### config.mk
export PLATFORM = sky130hd
export DESIGN_NAME = mem_loader
export DESIGN_NICKNAME = d
export VERILOG_FILES = /design/src/rtl/mem_loader.sv
export SDC_FILE = /design/constraint.sdc
export NUM_CORES = 1
export LEC_CHECK = 0
export BUFFER_PORTS_ARGS = -buffer_cell sky130_fd_sc_hd__buf_4
export CORE_ASPECT_RATIO = 0.8
export CORE_MARGIN = 2
export CORE_UTILIZATION = 57
export CTS_BUF_LIST = sky130_fd_sc_hd__clkbuf_8
export DETAILED_ROUTE_END_ITERATION = 10
export PLACE_DENSITY_LB_ADDON = 0.08
export REMOVE_ABC_BUFFERS = 1
export SLEW_MARGIN = 20
export SYNTH_ARGS = -nofsm -noshare
export SYNTH_HDL_FRONTEND = slang
export SYNTH_SLANG_ARGS = --single-unit
### constraint.sdc
create_clock -name clk -period 1.8 [get_ports clk]
set_clock_uncertainty 0.05 [all_clocks]
set_input_delay 0.18 -clock clk [delete_from_list [all_inputs] [get_ports clk]]
set_output_delay 0.18 -clock clk [all_outputs]
set_load 0.05 [all_outputs]
### src/rtl/mem_loader.sv
// mem_loader: host-side writer for the instruction and data memories.
// A framed byte stream (CMD, ADDR, COUNT, COUNT x {HI, LO}) is accepted
// over a valid/ready handshake. Each word goes out through a shared write
// port as a single-cycle im_we/dm_we pulse. The core stays held
// (core_run=0) until a RUN command arrives.
// Optional feature: define LOADER_CHECKSUM_EN to expect a trailing XOR
// checksum byte per frame (covers ADDR, COUNT and all data bytes).
module mem_loader #(
  parameter int unsigned ADDR_W  = 8,
  parameter int unsigned DATA_W  = 16,
  parameter logic [7:0]  CMD_IM  = 8'hA1,
  parameter logic [7:0]  CMD_DM  = 8'hA2,
  parameter logic [7:0]  CMD_RUN = 8'hA5
) (
  input  logic              clk,
  input  logic              rst_n,
  input  logic [7:0]        in_data,
  input  logic              in_valid,
  output logic              in_ready,
  output logic              im_we,
  output logic              dm_we,
  output logic [ADDR_W-1:0] w_addr,
  output logic [DATA_W-1:0] w_data,
  output logic              core_run,
  output logic              busy,
  output logic              err
);

  // Frame parser states. CSUM exists only when the checksum is built in.
  typedef enum logic [2:0] {
    IDLE    = 3'd0,
    ADDR    = 3'd1,
    COUNT   = 3'd2,
    DATA_HI = 3'd3,
    DATA_LO = 3'd4,
`ifdef LOADER_CHECKSUM_EN
    WRITE   = 3'd5,
    CSUM    = 3'd6
`else
    WRITE   = 3'd5
`endif
  } state_t;

  state_t              state_q, state_d;
  logic                target_dm_q, target_dm_d;
  logic [ADDR_W-1:0]   w_addr_q, w_addr_d;
  logic [DATA_W-1:0]   w_data_q, w_data_d;
  // Words left in the frame; needs 9 bits because COUNT=0 means 256.
  logic [8:0]          remaining_q, remaining_d;
  logic                core_run_q, core_run_d;
  logic                err_q, err_d;
`ifdef LOADER_CHECKSUM_EN
  logic [7:0]          csum_q, csum_d;
`endif

  logic                accept;
  logic                last_word;

  // Handshake: the loader only refuses bytes during the WRITE cycle and reset.
  always_comb begin
    in_ready  = rst_n && (state_q != WRITE);
    accept    = in_valid && in_ready;
    last_word = (remaining_q == 9'd1);
  end

  // Next-state and datapath updates for the frame parser.
  always_comb begin
    state_d     = state_q;
    target_dm_d = target_dm_q;
    w_addr_d    = w_addr_q;
    w_data_d    = w_data_q;
    remaining_d = remaining_q;
    core_run_d  = core_run_q;
    err_d       = err_q;
`ifdef LOADER_CHECKSUM_EN
    csum_d      = csum_q;
`endif

    case (state_q)
      IDLE: begin
        if (accept) begin
          if ((in_data == CMD_IM) || (in_data == CMD_DM)) begin
            target_dm_d = (in_data == CMD_DM);
            core_run_d  = 1'b0;
            state_d     = ADDR;
`ifdef LOADER_CHECKSUM_EN
            csum_d      = 8'h00;
`endif
          end else if (in_data == CMD_RUN) begin
            core_run_d = 1'b1;
          end else begin
            err_d = 1'b1;
          end
        end
      end

      ADDR: begin
        if (accept) begin
          w_addr_d = in_data[ADDR_W-1:0];
          state_d  = COUNT;
`ifdef LOADER_CHECKSUM_EN
          csum_d   = csum_q ^ in_data;
`endif
        end
      end

      COUNT: begin
        if (accept) begin
          remaining_d = (in_data == 8'h00) ? 9'd256 : {1'b0, in_data};
          state_d     = DATA_HI;
`ifdef LOADER_CHECKSUM_EN
          csum_d      = csum_q ^ in_data;
`endif
        end
      end

      DATA_HI: begin
        if (accept) begin
          w_data_d[DATA_W-1 -: 8] = in_data;
          state_d                 = DATA_LO;
`ifdef LOADER_CHECKSUM_EN
          csum_d                  = csum_q ^ in_data;
`endif
        end
      end

      DATA_LO: begin
        if (accept) begin
          w_data_d[7:0] = in_data;
          state_d       = WRITE;
`ifdef LOADER_CHECKSUM_EN
          csum_d        = csum_q ^ in_data;
`endif
        end
      end

      WRITE: begin
        remaining_d = remaining_q - 9'd1;
        if (last_word) begin
`ifdef LOADER_CHECKSUM_EN
          state_d = CSUM;
`else
          state_d = IDLE;
`endif
        end else begin
          w_addr_d = w_addr_q + {{(ADDR_W-1){1'b0}}, 1'b1};
          state_d  = DATA_HI;
        end
      end

`ifdef LOADER_CHECKSUM_EN
      CSUM: begin
        if (accept) begin
          if (in_data != csum_q) begin
            err_d = 1'b1;
          end
          state_d = IDLE;
        end
      end
`endif

      default: begin
        state_d = IDLE;
      end
    endcase
  end

  // State and datapath registers with synchronous active-low reset.
  always_ff @(posedge clk) begin
    if (!rst_n) begin
      state_q     <= IDLE;
      target_dm_q <= 1'b0;
      w_addr_q    <= '0;
      w_data_q    <= '0;
      remaining_q <= '0;
      core_run_q  <= 1'b0;
      err_q       <= 1'b0;
`ifdef LOADER_CHECKSUM_EN
      csum_q      <= 8'h00;
`endif
    end else begin
      state_q     <= state_d;
      target_dm_q <= target_dm_d;
      w_addr_q    <= w_addr_d;
      w_data_q    <= w_data_d;
      remaining_q <= remaining_d;
      core_run_q  <= core_run_d;
      err_q       <= err_d;
`ifdef LOADER_CHECKSUM_EN
      csum_q      <= csum_d;
`endif
    end
  end

  // Output decode: write strobes only in WRITE, steered by the latched target.
  always_comb begin
    im_we    = rst_n && (state_q == WRITE) && !target_dm_q;
    dm_we    = rst_n && (state_q == WRITE) &&  target_dm_q;
    w_addr   = w_addr_q;
    w_data   = w_data_q;
    core_run = core_run_q;
    busy     = (state_q != IDLE);
    err      = err_q;
  end

endmodule

Yosys cells after proc, flatten, opt, wreduce, memory -nomap -nowiden
Cells that the tools add are included.
{"block": "op_classes", "n_addsub": 2, "eq_ne": 17, "muxes": 16, "bitwise": 2, "reduce_logical": 21}
{"cell": "8-bit equality test, second input constant", "n": 3}
{"cell": "3-bit two-way mux", "n": 6}
{"cell": "9-bit two-way mux", "n": 2}
{"cell": "3-bit case mux with 6 select lines", "n": 1}
{"cell": "9-bit case mux with 2 select lines", "n": 1}
{"cell": "8-bit two-way mux", "n": 2}
{"cell": "8-bit case mux with 2 select lines", "n": 1}
{"cell": "2-bit inequality test, second input constant", "n": 7}
{"cell": "9-bit by 1-bit equality test with 1-bit output, second input constant", "n": 1}
{"cell": "3-bit AND reduction", "n": 3}
{"cell": "9-bit by 1-bit subtractor with 9-bit output, second input constant", "n": 1}
{"cell": "8-bit by 1-bit adder with 8-bit output, second input constant", "n": 1}
{"cell": "8-bit zero test", "n": 1}
{"cell": "3-bit by 2-bit equality test with 1-bit output, second input constant", "n": 2}
{"cell": "3-bit equality test, second input constant", "n": 2}
{"cell": "2-bit AND reduction", "n": 3}
{"cell": "6-bit AND reduction", "n": 1}
{"cell": "2-bit nonzero test", "n": 3}
{"cell": "1-bit logical AND", "n": 5}
{"cell": "4-bit AND reduction", "n": 1}
{"cell": "3-bit by 1-bit equality test with 1-bit output, second input constant", "n": 1}
{"cell": "3-bit zero test", "n": 1}
{"cell": "3-bit inequality test, second input constant", "n": 1}
{"cell": "3-bit nonzero test", "n": 1}
{"cell": "other kinds (5)", "n": 7}
{"block": "totals", "ff_bits": 39, "inputBits": 11, "out_inout_bits": 30}

Depth between registers and ports, before layout
Gate-level depths: netlist (run 1).
{"block": "depth", "word_depth": 5, "mapped_depth": 7, "depth_no_buf": 6}

Worst setup path after synthesis (run 1)
OpenSTA, ideal clock, no wires.
{"block": "synth_path", "path_type": "register -> output", "from": "reg state_q[1]", "to": "out im_we", "arrival_ns": 1.886, "t_required_ns": 1.570, "path_slack_ns": -0.316, "path_stages_with_launch": 5, "path_cell_list": "dfxtp_1 > buf_2 > nand3b_4 > buf_2 > nor3_1"}
{"block": "synth_between", "elab_chain_cells": 3}
{"item": "start, declared", "line_no": "44", "text": "state_t state_q, state_d;"}
{"item": "start signal, assigned", "line_no": "182", "text": "state_q <= state_d;"}
{"item": "3-bit equality test", "line_no": "197", "text": "im_we = rst_n && (state_q == WRITE) && !target_dm_q;"}
{"item": "1-bit logical AND (2 in series)", "line_no": "197"}
{"item": "end, declared", "line_no": "20", "text": "output logic im_we,"}
No other way between the ends.

Final worst setup path (run 1)
{"block": "layout_path", "from": "reg state_q[0]", "to": "reg remaining_q[5]"}
{"block": "layout_between", "elab_chain_cells": 5}
{"item": "3-bit inequality test", "line_no": "61", "text": "in_ready = rst_n && (state_q != WRITE);"}
{"item": "1-bit logical AND", "line_no": "61"}
{"item": "1-bit logical AND", "line_no": "62", "text": "accept = in_valid && in_ready;"}
{"item": "2-bit inequality test (no source line)"}
{"item": "2-bit AND reduction (no source line)"}
{"item": "end signal, assigned", "line_no": "186", "text": "remaining_q <= remaining_d;"}
{"item": "end, declared", "line_no": "49", "text": "logic [8:0] remaining_q, remaining_d;"}
Parallel ways exist; a longest one is shown, timed or not.
A chain may end at the register's enable or synchronous reset.

==> reports/results.ini, run 1 <==
[yosys]
ys_seq_area_share_pct = 37.7
async_flop_share_pct = 0
synth_most_common_cell = dfxtp_1
synth.avg_cell_area_sq_um = 8.99
synth_compound_area_share_pct = 19.1
synth_top_area_share_pct = 37.7
yosys.area_share.simple_pct = 28.6
synthTopCellsByCount = 39 x dfxtp_1, 28 x nor2_1, 20 x nand2_1
yosysTopAreaCell = dfxtp_1
syn_inst = 230
yosys_warnings = 0
syn_area_sq_mm = 0.00207
synth.distinct_cells = 63
synth_top_family_by_area = simple AND/OR/NAND/NOR gates
synth-xor-area-share_pct = 0.423
synth_flop_cell = dfxtp_1
synth_mux_area_share_pct = 8.23
synth_edf_count = 0
synthTopCellsByArea = dfxtp_1 38%, mux2i_1 8.2%, nor2_1 5.1%
synthAdderAreaFrac_pct = 1.81
ys_ff_latch = 39

[setup_path]
crit_path_start_kind = register
crit_start = state_q[0]
critical-path-top-delay-family = compound AO/OA/AOI/OAI gates
worstPathCellList = and4bb_2 > nand2_1 > o311a_1 > o31a_1
end_kind = register
critical_path.max_fanout = 8
timing_worst_setup_path_type = register to register
reg2reg_from = state_q[0]
critPathSlowestCell = dfxtp_1
critPathMaxStageDelay_ns = 0.50
required_ns = 1.94
worstPathArrival_ns = 1.86
worst-path-buf-inv = 0

[floorplanning]
initial_core_util_pct = 60.0
pin_count = 41
die_w_um = 71.3
die-area_sq_mm = 0.00413
row_count = 19
coreArea_sq_mm = 0.00345
chipHeight_um = 57.9

[outcome]
status = finished clean

[sta]
rsz0062_at_grt = no
tightestPinTransition_ns = 0.366
layout_setup_ws_ns = 0.0747
period_needed_ns = 1.73
hold_viol_final = 0
slew_violations = 0
timing.slew.headroom_pct = 75.6
fin_crit_sh_pct = 95.8
fmax_mhz = 580
finalSetupViolCount = 0

[clocking]
path_clk_slew_ns = 0.08
clockBufferDepth = 2
cts.sinks = 39
h-tree-depth = 2
cts_root_buffer = clkbuf_8
cts_tree = yes
cts_buffers = 5
clock_latency_ns = 0.30

[drt]
routedWlPerCell_um = 16.8
ant_nets = 0
viasPerCell = 6.20
drt-initial-drc-count = 202
via_count = 1984
drc = 0
dr.pass1.iters = 4
wirelength_mm = 5.38

[grt]
grt_max_degree = 21
grt_pass1_vias = 1842
antenna_found_initial = 0
gr-usage-all-layers_pct = 27.5
grt_pass1_wl_mm = 8.82
overflow = 0

[power]
p_leak_nw = 1.03
ir_worst_vdd_mv = 0.645
power.density_mw_per_mm2 = 608
p_total_w = 0.00155

[final_layout]
layout.nets = 291
nFillCells = 261
drive_above_1_share_pct = 29.5
final_cells = 320
synthToLayoutAreaGrowth_pct = 23.4
diodes = 0
finish.utilization_pct = 74.0

[worst_hold_path]
min_from = in_data[1]
hp-class = input port to register

[place]
place_congestion = 0.917
port-buffer-count = 40
preCtsSetupSlack_ns = 0.109
place_inst = 311
hpwl_mm = 3.73

[flow_run]
drv_cap = 0

logic make-up after synthesis:
group / Yosys count
XOR/XNOR: 1
AO/OA/AOI/OAI: 53
AND/OR/NAND/NOR: 100
adder cells (fa/ha/maj): 3
multiplexers: 17
flip-flops: 39
buffers and inverters: 17
cell usage in the layout (no fill, tap or decap), drive strengths merged, types with 3 or more instances in the layout:
master  Yosys  final
o22ai       4      4
buf         9     53
nor2       29     29
a21oi       9      9
nand2      21     21
nor3       11     11
mux2i      17     17
o21ai       9      9
inv         4      4
a32o        4      4
ha          3      3
dfxtp      39     39
and2        5      5
and3        3      3
or3         3      3
nand3      10     10
clkinv      0      3
clkbuf      4      5
metrics by stage:
stage | cell area (sq um) | TNS [ns] | hold WS [ns]
floorplan | 2000 | -0.290 | 0.258
CTS | 2530 | 0 | 0.139
finish | 2550 | 0 | 0.143
global placement | 2440 | 0 | 0.418
detailed placement | 2440 | 0 | 0.415
global route | 2550 | 0 | 0.138
sequential cells by signal (all words and copies together) (netlist names):
name	count
w_data	16
w_addr	8
state_q	3
err	1
target_dm_q	1
remaining_q	9
core_run	1
power breakdown:
| group | switching (W) | internal (W) | total (W) | leakage [nW] |
|---|---|---|---|---|
| combinational | 0.0000703 | 0.0000352 | 0.000105 | 0.670 |
| sequential | 0.00000130 | 0.000864 | 0.000865 | 0.315 |
| clock | 0.000316 | 0.000265 | 0.000582 | 0.0477 |
worst min-delay path, cell delays in order:
cell     delay [ns]
buf_4          0.13
mux2i_1        0.07
nor2_1         0.07
path summary, 6_finish.rpt:
path                                  endpoint  slack (ns)  cells after the start
worst max-delay path            remaining_q[5]        0.07                      4
worst min-delay path                 w_data[1]        0.14                      3
worst max register to register  remaining_q[5]        0.07                      4
worst min register to register     target_dm_q        0.44                      2
what timing repair did:
| action | in CTS | in global routing |
|---|---|---|
| setup endpoints to repair | 2 | 6 |
| setup buffers | 1 | 0 |
| cloned | 0 | 0 |
| hold buffers | 0 | 0 |
| endpoints found under the hold margin | 0 | 0 |
| pin swaps | 1 | 0 |
| resized for setup | 1 | 3 |
final cells by class:
cell class,count,area (sq um),area share [%]
Multi-Input combinational cell,174,1220,47.8
Clock buffer,5,68.8,2.70
Sequential cell,39,782,30.7
Clock inverter,3,15.0,0.589
Inverter,4,15.0,0.589
Tap cell,42,52.6,2.06
Timing Repair Buffer,53,398,15.6
metal layers:
layer  global-route usage, %  wire length [um]  up-vias
li1                        -                 -      949
met1                    38.9              2510      941
met2                    41.1              2380       82
met3                    5.91               391       12
met4                    11.3                95        0
met5                       0                 0        -
Power figures use the tool's default switching activity.
==> run 2, diff against run 1 <==
- BUFFER_PORTS_ARGS: -buffer_cell sky130_fd_sc_hd__buf_4 -> -buffer_cell sky130_fd_sc_hd__buf_2
- CORE_UTILIZATION: 57 -> 54
- CTS_BUF_LIST: sky130_fd_sc_hd__clkbuf_8 -> not set
==> reports/results.ini, run 2 (synthesis results as in run 1) <==
[outcome]
status = finished clean  ; unchanged

[setup_path]
worstPathArrival_ns = 1.50  ; was 1.86 ns
critical_path.max_fanout = 9  ; was 8
crit_path_start_kind = register  ; unchanged
timing_worst_setup_path_type = register to output port  ; was register to register
required_ns = 1.57  ; was 1.94 ns
end_kind = output port  ; was register

[floorplanning]
row_count = 20  ; was 19
pin_count = 41  ; unchanged
initial_core_util_pct = 55.5  ; was 60.0%
die_w_um = 73.2  ; was 71.3 um
chipHeight_um = 59.4  ; was 57.9 um
die-area_sq_mm = 0.00434  ; was 0.00413 sq mm
coreArea_sq_mm = 0.00373  ; was 0.00345 sq mm

[drt]
viasPerCell = 5.94  ; was 6.20
wirelength_mm = 5.18  ; was 5.38 mm
via_count = 1931  ; was 1984
ant_nets = 0  ; unchanged
drt-initial-drc-count = 145  ; was 202
routedWlPerCell_um = 15.9  ; was 16.8 um
drc = 0  ; unchanged
dr.pass1.iters = 4  ; unchanged

[place]
place_congestion = 0.862  ; was 0.917
placed_area_sq_mm = 0.00237  ; was 0.00244 sq mm
hpwl_mm = 3.67  ; was 3.73 mm
place_inst = 317  ; was 311
port-buffer-count = 40  ; unchanged

[flow_run]
drv_cap = 0  ; unchanged

[grt]
grt_pass1_wl_mm = 8.60  ; was 8.82 mm
overflow = 0  ; unchanged
grt_pass1_vias = 1741  ; was 1842
grt_max_degree = 19  ; was 21
gr-usage-all-layers_pct = 26.0  ; was 27.5%
antenna_found_initial = 0  ; unchanged

[final_layout]
diodes = 0  ; unchanged
final_cells = 325  ; was 320
largest_reg_flops = 16  ; unchanged
layout.nets = 294  ; was 291
layout_common_cells = 39 x buf_2, 37 x dfxtp_1, 28 x nor2_1, 20 x nand2_1  ; was 53 x buf_4, 38 x dfxtp_1, 28 x nor2_1, 20 x nand2_1, 17 x mux2i_1
synthToLayoutAreaGrowth_pct = 21.7  ; was 23.4%
drive_above_1_share_pct = 30.2  ; was 29.5%
fin_area_sq_mm = 0.00252  ; was 0.00255 sq mm
final_common_cell = buf_2  ; was buf_4

[clocking]
cts_buffers = 5  ; unchanged
ctsHoldBuffers = 0  ; unchanged
cts_tree = yes  ; unchanged
cts.sinks = 39  ; unchanged
h-tree-depth = 2  ; unchanged
cts_root_buffer = clkbuf_8  ; unchanged
post_cts_buffers = 0  ; was 1
clock_latency_ns = 0.29  ; was 0.30 ns
clockBufferDepth = 2  ; unchanged
path_clk_slew_ns = 0.08  ; about the same

[power]
power.density_mw_per_mm2 = 728  ; was 608 mW/mm^2
p_leak_nw = 1.07  ; was 1.03 nW
ir_worst_vdd_mv = 0.442  ; was 0.645 mV

[sta]
tightestPinTransition_ns = 0.358  ; was 0.366 ns
hold_viol_final = 0  ; unchanged
fmax_mhz = 578  ; was 580 MHz
finalSetupViolCount = 0  ; unchanged
rsz0062_at_grt = no  ; unchanged
slew_violations = 0  ; unchanged
fin_crit_sh_pct = 96.1  ; was 95.8%
period_needed_ns = 1.73  ; about the same
timing.slew.headroom_pct = 76.0  ; was 75.6%

[worst_hold_path]
hp-class = input port to register  ; unchanged

[run 2: cell types whose count changed in the layout (fill, tap and decap cells not counted), sizes merged]
cell    delta
clkbuf     +1
bufinv     +2
buf        +3
clkinv     -3
[run 2: power breakdown]
part | switching, W | internal [W] | leakage (nW) | total [W]
Clock | 0.000315 | 0.000554 | 0.0654 | 0.000870
Combinational | 0.0000702 | 0.0000283 | 0.685 | 0.0000985
Sequential | 0.00000111 | 0.000862 | 0.315 | 0.000863
Total | 0.000387 | 0.00144 | 1.07 | 0.00183
[run 2: repair_timing]
action,in CTS,in global routing
endpoints found under the setup margin,3,2
gates resized for setup,3,3
pin swaps,0,0
[run 2: critical path: stages (launching register included)]
cell	delay (ns)
dfxtp_1	0.41
and3b_2	0.30
buf_4	0.16
nor2_1	0.07
buf_2	0.26
[run 2: cell type report]
type	instances	area (sq um)
clock buffers	6	72.6
clock inverters	2	60.1
fillers	327	1210
inverters	4	15.0
multi-input cells	174	1200
flip-flops and latches	39	786
well taps	44	55.1
repair buffers	56	323
[run 2: path summary, 6_finish.rpt]
path	slack (ns)	from	endpoint	depth (start not counted)
setup / recovery	0.07	state_q[1]	in_ready	4
hold / removal	0.12	rst_n	remaining_q[8]	2
setup reg to reg	0.16	remaining_q[1]	w_addr[5]	6
hold reg to reg	0.44	w_data[15]	w_data[15]	2
[run 2: through the flow]
step | util [%] | setup slack (ns) | hold WS, ns | power [W] | TNS (ns)
3_3_place_gp | 63.7 | 0.109 | 0.409 | 0.000982 | 0
3_5_place_dp | 63.7 | 0.0951 | 0.415 | 0.000983 | 0
6_report | 67.5 | 0.0697 | 0.119 | 0.00183 | 0
4_1_cts | 67.3 | 0.0330 | 0.117 | 0.00184 | 0
2_1_floorplan | - | -0.290 | 0.258 | 0.000929 | -0.290
5_1_grt | 67.5 | 0.00383 | 0.120 | 0.00188 | 0
[run 2: layer usage]
metal  GRT usage (%)  share of wire (%)  vias up
met3            5.10                5.8        8
met1            37.9                 50      905
met2            39.0                 43       64
met4            7.94                1.1        0
li1                -                  -      954
met5               0                  0        -
